$ cat config.mk
export PLATFORM = sky130hd
export DESIGN_NAME = exe_div_unit_flat
export DESIGN_NICKNAME = d
export VERILOG_FILES = /design/src/rtl/exe_div_if.sv /design/src/rtl/exe_div_unit.sv /design/src/flat_wrapper.sv
export SDC_FILE = /design/constraint.sdc
export NUM_CORES = 1
export LEC_CHECK = 0
export ABC_AREA = 1
export BUFFER_PORTS_ARGS = -buffer_cell sky130_fd_sc_hd__buf_2
export CELL_PAD_IN_SITES_DETAIL_PLACEMENT = 1
export CELL_PAD_IN_SITES_GLOBAL_PLACEMENT = 2
export CORE_MARGIN = 4
export CORE_UTILIZATION = 33
export CTS_BUF_LIST = sky130_fd_sc_hd__clkbuf_8
export DETAILED_ROUTE_END_ITERATION = 8
export HOLD_SLACK_MARGIN = 0.15
export PLACE_DENSITY_LB_ADDON = 0.1
export SYNTH_ARGS = -nofsm -noshare
export SYNTH_HDL_FRONTEND = slang
export SYNTH_SLANG_ARGS = --single-unit
$ cat constraint.sdc
create_clock -name clk -period 6.8 [get_ports clk]
set_clock_uncertainty 0.15 [all_clocks]
set_input_delay 0.34 -clock clk [delete_from_list [all_inputs] [get_ports clk]]
set_output_delay 0.34 -clock clk [all_outputs]
set_load 0.01 [all_outputs]
$ cat src/rtl/exe_div_if.sv
// EXE-stage divide unit bus: operands/decoded op in, stall and result out.
// The master side is the pipeline, the slave side is the divider.
interface exe_div_if #(
    parameter int unsigned XLEN = 64
);
    logic            flush;
    logic            switch_mode;
    logic            valid_exe;
    logic            is_div_exe;
    logic            is_word_exe;
    logic [2:0]      funct3_exe;
    logic [XLEN-1:0] rs1_data_exe;
    logic [XLEN-1:0] rs2_data_exe;
    logic            stall_div;
    logic [XLEN-1:0] div_result;
    logic            div_result_valid;

    modport master (
        output flush, switch_mode, valid_exe, is_div_exe, is_word_exe,
               funct3_exe, rs1_data_exe, rs2_data_exe,
        input  stall_div, div_result, div_result_valid
    );

    modport slave (
        input  flush, switch_mode, valid_exe, is_div_exe, is_word_exe,
               funct3_exe, rs1_data_exe, rs2_data_exe,
        output stall_div, div_result, div_result_valid
    );
endinterface

$ cat src/rtl/exe_div_unit.sv
// Iterative radix-2 restoring RV64M divider (DIV/DIVU/REM/REMU and W forms).
// One quotient bit per cycle; divide-by-zero and signed overflow skip iteration.
module exe_div_unit #(
    parameter int unsigned XLEN = 64
) (
    input  logic     clk,
    input  logic     rst,
    exe_div_if.slave exe
);
    localparam int unsigned HALF  = XLEN / 2;
    localparam int unsigned CNT_W = $clog2(XLEN + 1);

    typedef enum logic [1:0] {
        S_IDLE = 2'd0,
        S_CALC = 2'd1,
        S_DONE = 2'd2
    } state_t;

    state_t r_state;
    state_t w_state_next;

    logic [XLEN-1:0]  r_rem;
    logic [XLEN-1:0]  r_quo;
    logic [XLEN-1:0]  r_div;
    logic [CNT_W-1:0] r_cnt;
    logic             r_q_neg;
    logic             r_r_neg;
    logic             r_is_rem;
    logic             r_is_word;
    logic [XLEN-1:0]  r_result;

    logic             w_kill;
    logic             w_start;
    logic             w_word;
    logic             w_signed;
    logic             w_is_rem;
    logic [XLEN-1:0]  w_a_op;
    logic [XLEN-1:0]  w_b_op;
    logic [XLEN-1:0]  w_a_sx;
    logic             w_a_neg;
    logic             w_b_neg;
    logic [XLEN-1:0]  w_a_abs;
    logic [XLEN-1:0]  w_b_abs;
    logic             w_div_zero;
    logic             w_ovf;
    logic             w_special;
    logic [XLEN-1:0]  w_special_res;

    logic [XLEN:0]    w_rem_sh;
    logic [XLEN:0]    w_sub;
    logic             w_ge;
    logic [XLEN-1:0]  w_rem_nx;
    logic [XLEN-1:0]  w_quo_nx;
    logic [CNT_W-1:0] w_cnt_nx;
    logic [CNT_W-1:0] w_n;
    logic             w_last;
    logic [XLEN-1:0]  w_q_fix;
    logic [XLEN-1:0]  w_r_fix;
    logic [XLEN-1:0]  w_sel;
    logic [XLEN-1:0]  w_final;
    logic             w_unused_f3;

    assign w_kill      = exe.flush | exe.switch_mode;
    assign w_start     = exe.valid_exe & exe.is_div_exe & ~w_kill & (r_state == S_IDLE);
    assign w_word      = exe.is_word_exe;
    assign w_signed    = ~exe.funct3_exe[0];
    assign w_is_rem    = exe.funct3_exe[1];
    assign w_unused_f3 = exe.funct3_exe[2];

    // Operand preparation for the start cycle: width select, sign and magnitude.
    always_comb begin
        w_a_op = exe.rs1_data_exe;
        w_b_op = exe.rs2_data_exe;
        w_a_sx = exe.rs1_data_exe;
        if (w_word) begin
            w_a_op = {{HALF{w_signed & exe.rs1_data_exe[HALF-1]}}, exe.rs1_data_exe[HALF-1:0]};
            w_b_op = {{HALF{w_signed & exe.rs2_data_exe[HALF-1]}}, exe.rs2_data_exe[HALF-1:0]};
            w_a_sx = {{HALF{exe.rs1_data_exe[HALF-1]}}, exe.rs1_data_exe[HALF-1:0]};
        end
        w_a_neg    = w_signed & w_a_op[XLEN-1];
        w_b_neg    = w_signed & w_b_op[XLEN-1];
        w_a_abs    = w_a_neg ? (~w_a_op + XLEN'(1)) : w_a_op;
        w_b_abs    = w_b_neg ? (~w_b_op + XLEN'(1)) : w_b_op;
        w_div_zero = (w_b_op == '0);
        w_ovf      = w_signed & (w_b_op == '1) &
                     (w_word ? (exe.rs1_data_exe[HALF-1:0] == {1'b1, {(HALF-1){1'b0}}})
                             : (exe.rs1_data_exe == {1'b1, {(XLEN-1){1'b0}}}));
        w_special  = w_div_zero | w_ovf;
        if (w_div_zero) begin
            w_special_res = w_is_rem ? w_a_sx : '1;
        end else begin
            w_special_res = w_is_rem ? '0 : w_a_sx;
        end
    end

    // One restoring step; the borrow out of the wide subtract is the compare.
    always_comb begin
        w_rem_sh = {r_rem, r_quo[XLEN-1]};
        w_sub    = w_rem_sh - {1'b0, r_div};
        w_ge     = ~w_sub[XLEN];
        w_rem_nx = w_ge ? w_sub[XLEN-1:0] : w_rem_sh[XLEN-1:0];
        w_quo_nx = {r_quo[XLEN-2:0], w_ge};
        w_cnt_nx = r_cnt + CNT_W'(1);
        w_n      = r_is_word ? CNT_W'(HALF) : CNT_W'(XLEN);
        w_last   = (w_cnt_nx == w_n);
        w_q_fix  = r_q_neg ? (~w_quo_nx + XLEN'(1)) : w_quo_nx;
        w_r_fix  = r_r_neg ? (~w_rem_nx + XLEN'(1)) : w_rem_nx;
        w_sel    = r_is_rem ? w_r_fix : w_q_fix;
        w_final  = r_is_word ? {{HALF{w_sel[HALF-1]}}, w_sel[HALF-1:0]} : w_sel;
    end

    always_ff @(posedge clk) begin
        if (rst) begin
            r_state <= S_IDLE;
        end else begin
            r_state <= w_state_next;
        end
    end

    always_comb begin
        w_state_next = r_state;
        if (w_kill) begin
            w_state_next = S_IDLE;
        end else begin
            case (r_state)
                S_IDLE: if (w_start) w_state_next = w_special ? S_DONE : S_CALC;
                S_CALC: if (w_last)  w_state_next = S_DONE;
                S_DONE: w_state_next = S_IDLE;
                default: w_state_next = S_IDLE;
            endcase
        end
    end

    // Stall and result pulse are combinational so a kill takes effect in its own cycle.
    always_comb begin
        exe.stall_div        = 1'b0;
        exe.div_result_valid = 1'b0;
        if (!rst && !w_kill) begin
            exe.stall_div        = w_start | (r_state == S_CALC);
            exe.div_result_valid = (r_state == S_DONE);
        end
    end

    assign exe.div_result = r_result;

    always_ff @(posedge clk) begin
        if (rst) begin
            r_rem     <= '0;
            r_quo     <= '0;
            r_div     <= '0;
            r_cnt     <= '0;
            r_q_neg   <= 1'b0;
            r_r_neg   <= 1'b0;
            r_is_rem  <= 1'b0;
            r_is_word <= 1'b0;
            r_result  <= '0;
        end else if (w_kill) begin
            r_cnt <= '0;
        end else if (w_start) begin
            r_rem     <= '0;
            r_quo     <= w_word ? {w_a_abs[HALF-1:0], {HALF{1'b0}}} : w_a_abs;
            r_div     <= w_b_abs;
            r_cnt     <= '0;
            r_q_neg   <= w_a_neg ^ w_b_neg;
            r_r_neg   <= w_a_neg;
            r_is_rem  <= w_is_rem;
            r_is_word <= w_word;
            if (w_special) begin
                r_result <= w_special_res;
            end
        end else if (r_state == S_CALC) begin
            r_rem <= w_rem_nx;
            r_quo <= w_quo_nx;
            r_cnt <= w_cnt_nx;
            if (w_last) begin
                r_result <= w_final;
            end
        end
    end
endmodule

$ cat src/flat_wrapper.sv
// flat-port wrapper written by rule: the top's interface ports become plain ports
module exe_div_unit_flat 
#(
    parameter int unsigned XLEN = 64
)
  (clk, rst, exe_flush, exe_switch_mode, exe_valid_exe, exe_is_div_exe, exe_is_word_exe, exe_funct3_exe, exe_rs1_data_exe, exe_rs2_data_exe, exe_stall_div, exe_div_result, exe_div_result_valid);
  exe_div_if #(.XLEN(XLEN)) exe_i ();
  input  logic clk;
  input  logic rst;
  input wire logic [$bits(exe_i.flush)-1:0] exe_flush;
  input wire logic [$bits(exe_i.switch_mode)-1:0] exe_switch_mode;
  input wire logic [$bits(exe_i.valid_exe)-1:0] exe_valid_exe;
  input wire logic [$bits(exe_i.is_div_exe)-1:0] exe_is_div_exe;
  input wire logic [$bits(exe_i.is_word_exe)-1:0] exe_is_word_exe;
  input wire logic [$bits(exe_i.funct3_exe)-1:0] exe_funct3_exe;
  input wire logic [$bits(exe_i.rs1_data_exe)-1:0] exe_rs1_data_exe;
  input wire logic [$bits(exe_i.rs2_data_exe)-1:0] exe_rs2_data_exe;
  output wire logic [$bits(exe_i.stall_div)-1:0] exe_stall_div;
  output wire logic [$bits(exe_i.div_result)-1:0] exe_div_result;
  output wire logic [$bits(exe_i.div_result_valid)-1:0] exe_div_result_valid;
  assign exe_i.flush = exe_flush;
  assign exe_i.switch_mode = exe_switch_mode;
  assign exe_i.valid_exe = exe_valid_exe;
  assign exe_i.is_div_exe = exe_is_div_exe;
  assign exe_i.is_word_exe = exe_is_word_exe;
  assign exe_i.funct3_exe = exe_funct3_exe;
  assign exe_i.rs1_data_exe = exe_rs1_data_exe;
  assign exe_i.rs2_data_exe = exe_rs2_data_exe;
  assign exe_stall_div = exe_i.stall_div;
  assign exe_div_result = exe_i.div_result;
  assign exe_div_result_valid = exe_i.div_result_valid;
  exe_div_unit #(.XLEN(XLEN)) u_core (.clk(clk), .rst(rst), .exe(exe_i));
endmodule
======== Yosys cells after proc, flatten, opt, wreduce, memory -nomap -nowiden ========
Index checks and enable logic that the tools add are counted.
word-level totals
  register bits after elaboration ......... 269
  latch bits .............................. 0
  RAM bits ................................ 0
  memory bits (read-only) ................. 0
  input bits .............................. 138
  output and inout bits ................... 66
  word-level logic and storage cells ...... 88
  memories kept ........................... 0
operators by class
  $add $sub $neg .......................... 6
  $mul .................................... 0
  div/mod/pow operators ................... 0
  magnitude comparators ................... 0
  equal/unequal tests ..................... 9
  shift-type cells ........................ 0
  multiplexer cells ....................... 30
  bitwise logic cells ..................... 20
  reduce and logical (&&, ||, !) cells .... 13
operators with widths
  kind                                                  number
  2-to-1 mux 64 bit                                     22
  adder 64 x 1 -> 64 bit (second input constant)        4
  inverter 64 bit                                       4
  equality test 64 bit (second input constant)          2
  subtractor 65 x 64 -> 65 bit                          1
  logical NOT 64 bit                                    1
  equality test 32 bit (second input constant)          1
  AND 1 bit                                             9
  adder 7 x 1 -> 7 bit (second input constant)          1
  equality test 7 bit                                   1
  2-to-1 mux 7 bit                                      1
  2-to-1 mux 2 bit                                      3
  AND reduction 2 bit                                   3
  != test 2 x 1 -> 1 bit (second input constant)        2
  one-hot mux 2 bit (2 select lines)                    1
  AND reduction 4 bit                                   1
  nonzero test 2 bit                                    2
  2-to-1 mux 1 bit                                      3
  inverter 1 bit                                        3
  bitwise OR 1 bit                                      3
  OR reduction 3 bit                                    1
  equality test 2 x 1 -> 1 bit (second input constant)  1
  equality test 2 bit (second input constant)           1
  logical NOT 1 bit                                     2
  5 further kinds                                       5

======== Longest topological paths before layout ========
Gate-level depths: netlist of the first run.
  depth in word-level cells ............... 10
  depth in mapped cells ................... 38
  depth with buffers taken out ............ 36

======== Worst setup path before layout of the first run ========
Ideal clock, no wire load.
  kind .................................... register to register
  from .................................... register u_core.r_quo[63]
  to ...................................... register u_core.r_result[62], in the netlist u_core.exe.div_result[62]
  library setup time ...................... 0.117 ns
  arrival ................................. 4.466 ns
  required time ........................... 6.533 ns
  setup slack ............................. 2.067 ns
  cell stages (with the launch flop) ...... 37
  path buffers ............................ 2
  clock period less this slack ............ 4.733 ns
  cells stage by stage .................... dfxtp_1 -> inv_1 -> ha_1 -> fa_1 -> inv_1 -> nand2_1 -> nand2_1 -> nand3_1 -> nand2_2 -> nand2_1 -> nand2_2 -> nand2_2 -> nand2_2 -> nand2_4 -> nand2_4 -> nand2_4 -> nand2_8 -> buf_6 -> buf_2 -> ha_1 -> inv_1 -> nor3_1 -> nand2_1 -> nor2_1 -> inv_1 -> nor2_1 -> nand4_1 -> o21ai_0 -> o21ai_0 -> a21oi_1 -> o21ai_0 -> nor3_1 -> a21oi_1 -> o21ai_0 -> a21oi_1 -> nor2_1 -> nor2_1
on the way
  word-level cells in the longest chain between the ends .. 10
  elaborated cells between the ends (all ways) .. 14
  those cells by class .................... add/sub (3); mux (8); bitwise (3)
RTL lines
  item                                                 line                                      text
  start: declaration                                   exe_div_unit.sv:23                        logic [XLEN-1:0] r_quo;
  start signal: assignment                             exe_div_unit.sv:161                       r_quo <= w_word ? {w_a_abs[HALF-1:0], {HALF{1'b0}}} : w_a_abs;
  start signal: assignment                             exe_div_unit.sv:173                       r_quo <= w_quo_nx;
  subtractor 65 x 64 -> 65 bit                         exe_div_unit.sv:99                        w_sub = w_rem_sh - {1'b0, r_div};
  2-to-1 mux 64 bit or inverter 1 bit (tied branches)  exe_div_unit.sv:101, exe_div_unit.sv:100
  inverter 64 bit, on equally long branches            exe_div_unit.sv:107, exe_div_unit.sv:106
  adder 64 x 1 -> 64 bit, on equally long branches     exe_div_unit.sv:107, exe_div_unit.sv:106
  2-to-1 mux 64 bit, on equally long branches          exe_div_unit.sv:107, exe_div_unit.sv:106
  2-to-1 mux 64 bit (*)                                exe_div_unit.sv:108                       w_sel = r_is_rem ? w_r_fix : w_q_fix;
  2-to-1 mux 64 bit (*)                                exe_div_unit.sv:109                       w_final = r_is_word ? {{HALF{w_sel[HALF-1]}}, w_sel[HALF-1:0]} : w_sel;
  2-to-1 mux 64 bit (*)                                exe_div_unit.sv:175                       if (w_last) begin
  2-to-1 mux 64 bit (*)                                exe_div_unit.sv:171                       end else if (r_state == S_CALC) begin
  2-to-1 mux 64 bit (*)                                exe_div_unit.sv:159                       end else if (w_start) begin
  end signal: assignment                               exe_div_unit.sv:169                       r_result <= w_special_res;
  end signal: assignment                               exe_div_unit.sv:176                       r_result <= w_final;
  end: declaration                                     exe_div_unit.sv:30                        logic [XLEN-1:0] r_result;
Every way passes the cells marked *; elsewhere a longest branch is shown, timed or not. The select of a mux whose other input is x is not followed.
A chain may end at the register's enable or synchronous reset.

======== Worst setup path after layout of the first run ========
Same ends and word-level chain as after synthesis.

==> out/metrics.yaml, run 1 <==
critPathTopFamily: "simple AND/OR/NAND/NOR gates"
hold_slack_ns: 0.214
fin_tns_setup_ns: 0
cts_max_level: 2
cp-startpoint: "u_core.r_quo[63]$_SDFFE_PP0P_"
worst_slack_ns: 0.788
rows: 106
total_leakage_power_nw: 16.5
drc: 0
synth-edff-count: 0
clock_sinks: 269
initial_utilization_pct: 33.5
crit_cells: 34
hold_viol: 0
setup_viol: 0
synth_mux_area_share_pct: 0
grt_setup_unrepaired: "no"
dieArea_mm2: 0.0902
reg2reg_depth: 34
layout-drive-gt1-share_pct: 8.63
coreArea_mm2: 0.0842
final_common_cell: "nand2_1"
overflow: 0
die_height_um: 300
syn_inst: 5111
p_per_area_mw_per_mm2: 180
drtAntennaViolNets: 0
cts_tree: "yes"
slowest_stage: "fa_1"
yosysWarningCount: 0
worstPathMaxFanout: 15
seq_area_frac_synth_pct: 19.1
start_kind: "flip-flop"
synth_area_mm2: 0.0282
timing.rr.end: "u_core.exe.div_result[62]$_SDFFE_PP0P_"
hp-class: "in2reg"
max_freq_ghz: 0.166
period_minus_slack_ns: 6.01
synth-xor-area-share_pct: 4.47
syn_nets: 5320
routedWlPerCell_um: 22.5
synth-compound-area-share_pct: 20.5
ys_types: 62
track_usage_pct: 31.1
die_w_um: 300
slew_viol_final: 0
fin_util_pct: 38.0
critPathKind: "reg2reg"
synth.top_cell.area_share_pct: 19.3
ys.flop_type: "dfxtp_1"
synthAdderAreaFrac_pct: 3.25
io_pins: 204
cts_root_buf: "clkbuf_8"
dr.pass1.iters: 5
worst_pin_slew_ns: 1.35
cp-end-kind: "flip-flop"
place_ws_ns: 0.954
ctsResizeCount: 0
worst-path-buf-inv: 4
wl_um: 145000
async_flop_share_pct: 0
r2r_slack_ns: 0.79
synth_top_area_cell: "nand2_1"
vias: 34400
fin_nets: 5479
grt_max_degree: 132
final_area_mm2: 0.0320
cpPeakStageDelay_ns: 0.41
ir_worst_vdd_mv: 0.121
clockBufferDepth: 3
via_per_inst: 5.34
placed_area_mm2: 0.0300
crit_arrival_ns: 6.42
slew_headroom_pct: 8.78
finalCritPeriodShare_pct: 88.4
cts_buffers: 54
required_ns: 7.21
antenna_found_initial: 17
cts.clk_slew.worst_paths_ns: 0.06
gp_congestion: 0.962
first_global_vias: 33500
synth_top_family_by_area: "simple AND/OR/NAND/NOR gates"
max-cap-violations: 0
dpl.hpwl_um: 116000
synth_simple_gate_area_share_pct: 39.2
grt_pass1_wl_um: 212000
synthTopCellsByArea: "nand2_1 19%, dfxtp_1 19%, inv_1 10%"
dr.first_iter.drc_count: 2858
layout_common_cells: "1,448 x nand2_1, 754 x inv_1, 547 x nor2_1"
crit_path_end: "u_core.exe.div_result[62]$_SDFFE_PP0P_"
port_buffers: 202
status: "completed"
clock_latency_ns: 0.71
syn_avg_cell_area_um2: 5.52
cts_setup_buffers: 0
area_growth_pct: 13.4
ys_seq_elements: 269
r2r-start: "u_core.r_quo[63]$_SDFFE_PP0P_"
## worst reg2reg max path: cells and delay by family, from the launching register on
kind / cells / cell delay (ns)
AOI/OAI and AO/OA: 7 / 1.61
and+or+nand+nor: 20 / 2.67
adders and majority gates: 3 / 0.81
DFF: 1 / 0.34
buffers and inverters: 4 / 0.34
## layer usage
layer,vias to the layer above,share of wire (%),GRT usage [%]
met2,991,43,47.9
met1,16400,47,44.2
li1,16800,-,-
met4,2,2.2,6.69
met3,149,8.2,7.11
met5,-,0.0090,0
## cell usage after synthesis (all sizes together) (30+ instances only)
cell type  instances
a21oi            396
xnor2             30
a22oi             36
o21ai            408
buf               57
clkbuf           162
nor3              78
inv              755
o22ai             35
xor2             114
nand3            305
nor2             593
o211ai            53
a31oi             47
nand2           1495
dfxtp            269
ha                70
nand4             68
nor4              34
## through the flow
step | instances | power, mW
final | 6444 | 5.77
after floorplan | 5111 | 3.05
after CTS | 6441 | 5.74
after detailed placement | 6268 | 3.83
after global placement | 6268 | 3.81
after global routing | 6442 | 6.09
## registers in the layout, summed over array words and instances, names as in the netlist
name	flops
u_core.exe.div_result	64
u_core.r_cnt	7
u_core.r_div	64
u_core.r_is_rem	1
u_core.r_is_word	1
u_core.r_q_neg	1
u_core.r_quo	64
u_core.r_r_neg	1
u_core.r_rem	64
u_core.r_state	2
## report_power, final
| group | internal (mW) | switching, mW | leakage [nW] |
|---|---|---|---|
| registers | 1.60 | 0.0181 | 2.17 |
| clock network | 1.00 | 0.870 | 0.613 |
| logic | 0.611 | 1.67 | 13.7 |
| total | 3.21 | 2.56 | 16.5 |
## area by class of cell
class	instances	area, um^2
Clock inverter	26	211
Sequential cell	269	5390
Antenna cell	3	7.51
Clock buffer	67	922
Timing Repair Buffer	322	2140
Tap cell	1134	1420
Fill cell	11800	52200
Inverter	757	2850
Multi-Input combinational cell	3866	19000
## cells by family after synthesis
group | Yosys count
AND/OR/NAND/NOR | 2611
adder cells (fa/ha/maj) | 73
flip-flops | 269
AO/OA/AOI/OAI | 1038
buffers and inverters | 976
XOR/XNOR | 144
## worst min path at each step
| stage | start | end | slack, ns | depth (start not counted) |
|---|---|---|---|---|
| 5_1_grt | exe_rs1_data_exe[56] | u_core.exe.div_result[56]$_SDFFE_PP0P_ | 0.24 | 7 |
| 3_3_place_gp | u_core.r_quo[62]$_SDFFE_PP0P_ | u_core.r_quo[62]$_SDFFE_PP0P_ | 0.32 | 2 |
| 2_1_floorplan | u_core.r_div[15]$_SDFFE_PP0P_ | u_core.r_div[15]$_SDFFE_PP0P_ | 0.29 | 2 |
| 6_report | exe_rs2_data_exe[30] | u_core.r_div[32]$_SDFFE_PP0P_ | 0.21 | 7 |
| 3_5_place_dp | u_core.r_quo[63]$_SDFFE_PP0P_ | u_core.r_quo[63]$_SDFFE_PP0P_ | 0.33 | 2 |
| 4_1_cts | exe_rs2_data_exe[30] | u_core.r_div[32]$_SDFFE_PP0P_ | 0.16 | 7 |
## timing repair
action                                  4_1_cts  5_1_grt
endpoints found under the setup margin        0        0
hold endpoints to repair                    119        0
hold buffers                                 80        0
No activity file was read; power rests on OpenSTA's default activity.
==> inputs of run 2 (changes only) <==
- CORE_UTILIZATION: 33 -> 30
- clock period: 6.8 -> 5.5 ns (I/O delays scaled with it)
==> run 2 against run 1 <==
Cell area rose by 5.3%. Core utilization fell by 1.9 points. Power rose by 27%. Critical path depth fell by 4. Sequential share of layout area fell by 0.85 points. Sequential power rose by 23%. Critical path type unchanged. Worst setup slack got worse by 0.44 ns. Hold slack got worse by 0.028 ns. Fmax rose by 17%. Clock power rose by 28%. Critical endpoint is now u_core.exe.div_result[52]$_SDFFE_PP0P_. Combinational power rose by 28%. Register-to-register slack got worse by 0.44 ns.
==> out/metrics.yaml, run 2 (same netlist as run 1, synthesis figures left out) <==
status: "completed"  # unchanged
timing.rr.end: "u_core.exe.div_result[52]$_SDFFE_PP0P_"  # was u_core.exe.div_result[62]$_SDFFE_PP0P_
slowest_stage: "dfxtp_1"  # was fa_1
cp-end-kind: "flip-flop"  # unchanged
via_per_inst: 5.20  # was 5.34
holdPathEnd: "u_core.r_div[36]$_SDFFE_PP0P_"  # was u_core.r_div[32]$_SDFFE_PP0P_
place_ws_ns: 0.187  # was 0.954 ns
initial_utilization_pct: 30.2  # was 33.5%
dpl.hpwl_um: 122000  # was 116,000 um
fin_tns_setup_ns: 0  # unchanged
clockBufferDepth: 3  # unchanged
p_total_mw: 7.34  # was 5.77 mW
fin_util_pct: 36.1  # was 38.0%
drtAntennaViolNets: 0  # unchanged
layout-drive-gt1-share_pct: 10.6  # was 8.63%
nFillCells: 12800  # was 11,800
max-cap-violations: 0  # unchanged
rows: 112  # was 106
crit_arrival_ns: 5.58  # was 6.42 ns
period_minus_slack_ns: 5.16  # was 6.01 ns
multi_input_area_mm2: 0.0191  # was 0.0190 mm^2
holdPathStages: 6  # was 7
gp_congestion: 0.925  # was 0.962
r2r-start: "u_core.r_div[49]$_SDFFE_PP0P_"  # was u_core.r_quo[63]$_SDFFE_PP0P_
cpPeakStageDelay_ns: 0.58  # was 0.41 ns
final_area_mm2: 0.0337  # was 0.0320 mm^2
coreArea_mm2: 0.0933  # was 0.0842 mm^2
worst-path-buf-inv: 3  # was 4
holdCritStartpoint: "exe_rs2_data_exe[36]"  # was exe_rs2_data_exe[30]
reg2reg_depth: 30  # was 34
cts_tree: "yes"  # unchanged
track_usage_pct: 29.6  # was 31.1%
slew_viol_final: 0  # unchanged
overflow: 0  # unchanged
max_freq_ghz: 0.194  # was 0.166 GHz
critPathTopFamily: "simple AND/OR/NAND/NOR gates"  # unchanged
r2r_slack_ns: 0.34  # was 0.79 ns
dr.pass1.iters: 6  # was 5
required_ns: 5.93  # was 7.21 ns
hold_slack_ns: 0.186  # was 0.214 ns
hp-class: "in2reg"  # unchanged
clock_sinks: 269  # unchanged
worst_path_most_repeated_cell: "nand2_1"
cts_root_buf: "clkbuf_8"  # unchanged
drc: 0  # unchanged
cts_buffers: 56  # was 54
hold_viol: 0  # unchanged
dp.cells: 6495  # was 6,268
dieArea_mm2: 0.0990  # was 0.0902 mm^2
start_kind: "flip-flop"  # unchanged
io_pins: 204  # unchanged
worstPathMaxFanout: 38  # was 15
vias: 35000  # was 34,400
first_global_vias: 34100  # was 33,500
setup_viol: 0  # unchanged
dr.first_iter.drc_count: 2854  # was 2,858
cts_max_level: 2  # unchanged
worst_pin_slew_ns: 1.18  # was 1.35 ns
fin_nets: 5641  # was 5,479
cts.clk_slew.worst_paths_ns: 0.06  # about the same
clock_latency_ns: 0.71  # about the same
regArea_mm2: 0.00539  # about the same
port_buffers: 202  # unchanged
layout.cells.non_filler: 6732  # was 6,444
routedWlPerCell_um: 22.4  # was 22.5 um
worst_slack_ns: 0.343  # was 0.788 ns
layout_common_cells: "1,445 x nand2_1, 764 x inv_1, 540 x nor2_1"  # was 1,448 x nand2_1, 754 x inv_1, 547 x nor2_1
total_leakage_power_nw: 17.3  # was 16.5 nW
critPathKind: "reg2reg"  # unchanged
wl_um: 151000  # was 145,000 um
final_common_cell: "nand2_1"  # unchanged
area_growth_pct: 19.5  # was 13.4%
placed_area_mm2: 0.0311  # was 0.0300 mm^2
antenna_found_initial: 3  # was 17
finalCritPeriodShare_pct: 93.8  # was 88.4%
slew_headroom_pct: 20.3  # was 8.78%
die_height_um: 315  # was 300 um
ir_worst_vdd_mv: 0.201  # was 0.121 mV
grt_max_degree: 102  # was 132
p_per_area_mw_per_mm2: 218  # was 180 mW/mm^2
die_w_um: 315  # was 300 um
grt_pass1_wl_um: 221000  # was 212,000 um
==> run 2: changes by cell type in the layout (fill, tap and decap cells not counted), sizes merged <==
cell,previous run,this run
buf,242,350
dlygate4sd3,80,132
inv,764,774
clkbuf,67,75
clkinv,12,6
clkinvlp,4,0
==> run 2: worst reg2reg max path, delay by kind of cell (launching register included) <==
kind / cells / cell delay [ns]
AND/OR/NAND/NOR: 24 / 2.98
buffers and inverters: 3 / 0.69
flip-flops: 1 / 0.58
adder cells (fa/ha/maj): 1 / 0.33
AO/OA/AOI/OAI: 2 / 0.30
==> run 2: worst max path at each step <==
stage                             startpoint                                     end  slack [ns]  cells after the start
2_1_floorplan  u_core.r_quo[63]$_SDFFE_PP0P_  u_core.exe.div_result[62]$_SDFFE_PP0P_        0.77                     36
3_3_place_gp   u_core.r_div[63]$_SDFFE_PP0P_  u_core.exe.div_result[60]$_SDFFE_PP0P_        0.27                     32
3_5_place_dp   u_core.r_div[63]$_SDFFE_PP0P_  u_core.exe.div_result[52]$_SDFFE_PP0P_        0.19                     27
4_1_cts        u_core.r_div[49]$_SDFFE_PP0P_  u_core.exe.div_result[52]$_SDFFE_PP0P_        0.19                     30
5_1_grt        u_core.r_div[62]$_SDFFE_PP0P_  u_core.exe.div_result[52]$_SDFFE_PP0P_       -0.02                     29
6_report       u_core.r_div[49]$_SDFFE_PP0P_  u_core.exe.div_result[52]$_SDFFE_PP0P_        0.34                     30
==> run 2: routing by layer <==
metal	vias to the layer above	GRT usage (%)	share of wire [%]
met1	16800	44.0	49
met5	-	0	0
met2	936	46.1	43
met3	117	3.25	5.7
met4	0	5.70	1.8
li1	17100	-	-
==> run 2: power breakdown <==
part	switching, mW	internal (mW)
logic	2.07	0.871
registers	0.0258	1.98
clock network	1.05	1.35
total	3.14	4.19
==> run 2: what timing repair did <==
item,CTS,global route
setup buffers,0,1
endpoints found under the setup margin,0,37
endpoints found under the hold margin,159,0
gates resized for setup,0,24
hold buffers,132,0
==> run 2: layout make-up <==
class	count	area share, %
flip-flops and latches	269	16.0
repair buffers	482	10.5
well taps	1254	4.66
clock inverters	26	0.561
multi-input cells	3866	56.7
diodes	3	0.0223
clock buffers	75	3.06
inverters	757	8.45
==> inputs of run 3 (changes only) <==
- CORE_MARGIN: 4 -> unset
- CORE_UTILIZATION: 30 -> 29
- CTS_BUF_LIST: sky130_fd_sc_hd__clkbuf_8 -> sky130_fd_sc_hd__clkbuf_16
==> run 3 against run 2 <==
Final cell count fell by 0.92%. Combinational power increased by 2%. Worst setup slack got worse by 0.036 ns. Hold slack improved by 0.0016 ns. Cell area shrank 1.2%. Sequential cell count did not move. Die area down 0.48%. Count of clock-buffer cells in the layout decreased by 38. First-iteration DRC count is 6.8% lower. Power grew 2.8%. Critical path depth rose by 2. Largest cell class unchanged.
==> out/metrics.yaml, run 3 (same netlist as run 1, synthesis figures left out) <==
clock_sinks: 269  # unchanged
layout.cells.non_filler: 6670  # was 6,732
cpPeakStageDelay_ns: 0.45  # was 0.58 ns
pwr-share-clk_pct: 33.6  # was 32.7%
timing.rr.end: "u_core.exe.div_result[40]$_SDFFE_PP0P_"  # was u_core.exe.div_result[52]$_SDFFE_PP0P_
internal_power_mw: 4.35  # was 4.19 mW
routedWlPerCell_um: 22.6  # was 22.4 um
status: "completed"  # unchanged
total_leakage_power_nw: 17.0  # was 17.3 nW
slowest_stage: "ha_2"  # was dfxtp_1
grt_setup_unrepaired: "no"
die_w_um: 314  # was 315 um
reg2reg_depth: 32  # was 30
drc: 0  # unchanged
critPathTopFamily: "simple AND/OR/NAND/NOR gates"  # unchanged
via_per_inst: 5.15  # was 5.20
regArea_mm2: 0.00539  # about the same
worst-path-buf-inv: 5  # was 3
final_common_cell: "nand2_1"  # unchanged
fin_tns_setup_ns: 0  # unchanged
period_minus_slack_ns: 5.19  # was 5.16 ns
max_freq_ghz: 0.193  # was 0.194 GHz
r2r_slack_ns: 0.31  # was 0.34 ns
nFillCells: 13100  # was 12,800
cts_root_buf: "clkbuf_16"  # was clkbuf_8
crit_cells: 32  # was 30
p_comb_share_pct: 39.9  # was 40.1%
cts.clk_slew.worst_paths_ns: 0.06  # about the same
overflow: 0  # unchanged
coreArea_mm2: 0.0966  # was 0.0933 mm^2
hold_viol: 0  # unchanged
p_per_area_mw_per_mm2: 227  # was 218 mW/mm^2
dp.cells: 6522  # was 6,495
layout-drive-gt1-share_pct: 10.3  # was 10.6%
seqPwrFrac_pct: 26.5  # was 27.3%
layout_common_cells: "1,447 x nand2_1, 746 x inv_1, 543 x nor2_1"  # was 1,445 x nand2_1, 764 x inv_1, 540 x nor2_1
clockBufferDepth: 3  # unchanged
gp_congestion: 0.943  # was 0.925
slew_viol_final: 0  # unchanged
cp-startpoint: "u_core.r_div[39]$_SDFFE_PP0P_"  # was u_core.r_div[49]$_SDFFE_PP0P_
cts_tree: "yes"  # unchanged
crit_arrival_ns: 5.53  # was 5.58 ns
multi_input_area_mm2: 0.0191  # about the same
initial_utilization_pct: 29.2  # was 30.2%
dpl.hpwl_um: 122000  # about the same
power_switching_mw: 3.19  # was 3.14 mW
dr.first_iter.drc_count: 2659  # was 2,854
ir_worst_vdd_mv: 0.175  # was 0.201 mV
port_buffers: 202  # unchanged
io_pins: 204  # unchanged
cts_buffers: 37  # was 56
track_usage_pct: 29.9  # was 29.6%
cts_max_level: 2  # unchanged
grt_max_degree: 114  # was 102
grt_pass1_wl_um: 220000  # was 221,000 um
crit_path_end: "u_core.exe.div_result[40]$_SDFFE_PP0P_"  # was u_core.exe.div_result[52]$_SDFFE_PP0P_
setup_viol: 0  # unchanged
rows: 114  # was 112
r2r-start: "u_core.r_div[39]$_SDFFE_PP0P_"  # was u_core.r_div[49]$_SDFFE_PP0P_
required_ns: 5.84  # was 5.93 ns
drtAntennaViolNets: 0  # unchanged
first_global_vias: 33900  # was 34,100
antenna_cells: 0  # was 3
max-cap-violations: 0  # unchanged
vias: 34400  # was 35,000
finalCritPeriodShare_pct: 94.4  # was 93.8%
worstPathMaxFanout: 5  # was 38
hp-class: "in2reg"  # unchanged
worst_path_most_repeated_cell: "nor2_2"  # was nand2_1
cp-end-kind: "flip-flop"  # unchanged
worst_pin_slew_ns: 1.05  # was 1.18 ns
critPathKind: "reg2reg"  # unchanged
power.share.switching_pct: 42.3  # was 42.8%
holdCritStartpoint: "exe_rs1_data_exe[3]"  # was exe_rs2_data_exe[36]
slew_headroom_pct: 29.9  # was 20.3%
dr.pass1.iters: 5  # was 6
dieArea_mm2: 0.0985  # was 0.0990 mm^2
wl_um: 150000  # was 151,000 um
fin_nets: 5577  # was 5,641
clock_latency_ns: 0.60  # was 0.71 ns
area_growth_pct: 18.0  # was 19.5%
start_kind: "flip-flop"  # unchanged
die_height_um: 314  # was 315 um
antenna_found_initial: 13  # was 3
-- run 3: cell count changes in the layout (fill, tap and decap cells not counted), sizes merged, moves of 5 or more --
cell         change
inv             -17
dlygate4sd3     -50
clkinv          +12
clkinvlp         +5
buf              +5
clkbuf          -38
-- run 3: through the flow --
stage	utilization (%)	area, um^2	total power, mW	hold WS, ns	worst slack (ns)
6_report	34.5	33300	7.54	0.188	0.307
4_1_cts	34.4	33200	7.54	0.155	0.144
3_5_place_dp	32.3	31200	4.93	0.328	0.177
3_3_place_gp	32.3	31200	4.91	0.326	0.212
5_1_grt	34.5	33300	7.96	0.204	0.00483
2_1_floorplan	-	28200	3.77	0.293	0.767
-- run 3: how the worst min path moves through the flow --
stage                                                        to  depth (start not counted)
after floorplan                   u_core.r_div[15]$_SDFFE_PP0P_                          2
after global placement            u_core.r_quo[63]$_SDFFE_PP0P_                          2
after detailed placement           u_core.r_cnt[1]$_SDFFE_PP0P_                          2
after CTS                 u_core.exe.div_result[3]$_SDFFE_PP0P_                          5
after global routing              u_core.r_quo[23]$_SDFFE_PP0P_                          5
final                     u_core.exe.div_result[3]$_SDFFE_PP0P_                          5
-- run 3: power groups by stage --
stage / sequential (mW) / combinational, mW / clock [mW]
6_report: 2.00 / 3.01 / 2.54
5_1_grt: 2.00 / 3.29 / 2.66
4_1_cts: 2.00 / 2.95 / 2.60
3_5_place_dp: 2.04 / 2.89 / 0
3_3_place_gp: 2.04 / 2.87 / 0
2_1_floorplan: 2.03 / 1.74 / 0
-- run 3: cell type report --
| class | instances | share of cell area [%] |
|---|---|---|
| sequential | 269 | 16.2 |
| multi-input combinational | 3866 | 57.4 |
| inverter | 757 | 8.57 |
| clock inverter | 28 | 0.902 |
| clock buffer | 37 | 2.78 |
| tap | 1276 | 4.80 |
| timing repair buffer | 437 | 9.38 |
-- run 3: metal layers --
layer | track usage (%) | share of wire, % | vias up
met5 | 0 | 0.018 | -
met4 | 7.42 | 2.3 | 4
met3 | 5.11 | 6.5 | 122
met2 | 45.4 | 42 | 833
met1 | 43.4 | 49 | 16400
li1 | - | - | 17000
-- run 3: tightest hold or removal path: cells and delay by family --
kind                   cells  cell delay (ns)
buffers and inverters      2             0.23
AO/OA/AOI/OAI              3             0.39
-- run 3: what timing repair did --
item	CTS	global route
gates resized for setup	0	19
endpoints found under the hold margin	112	0
setup endpoints to repair	0	20
hold buffers	82	0
buffers inserted	0	1
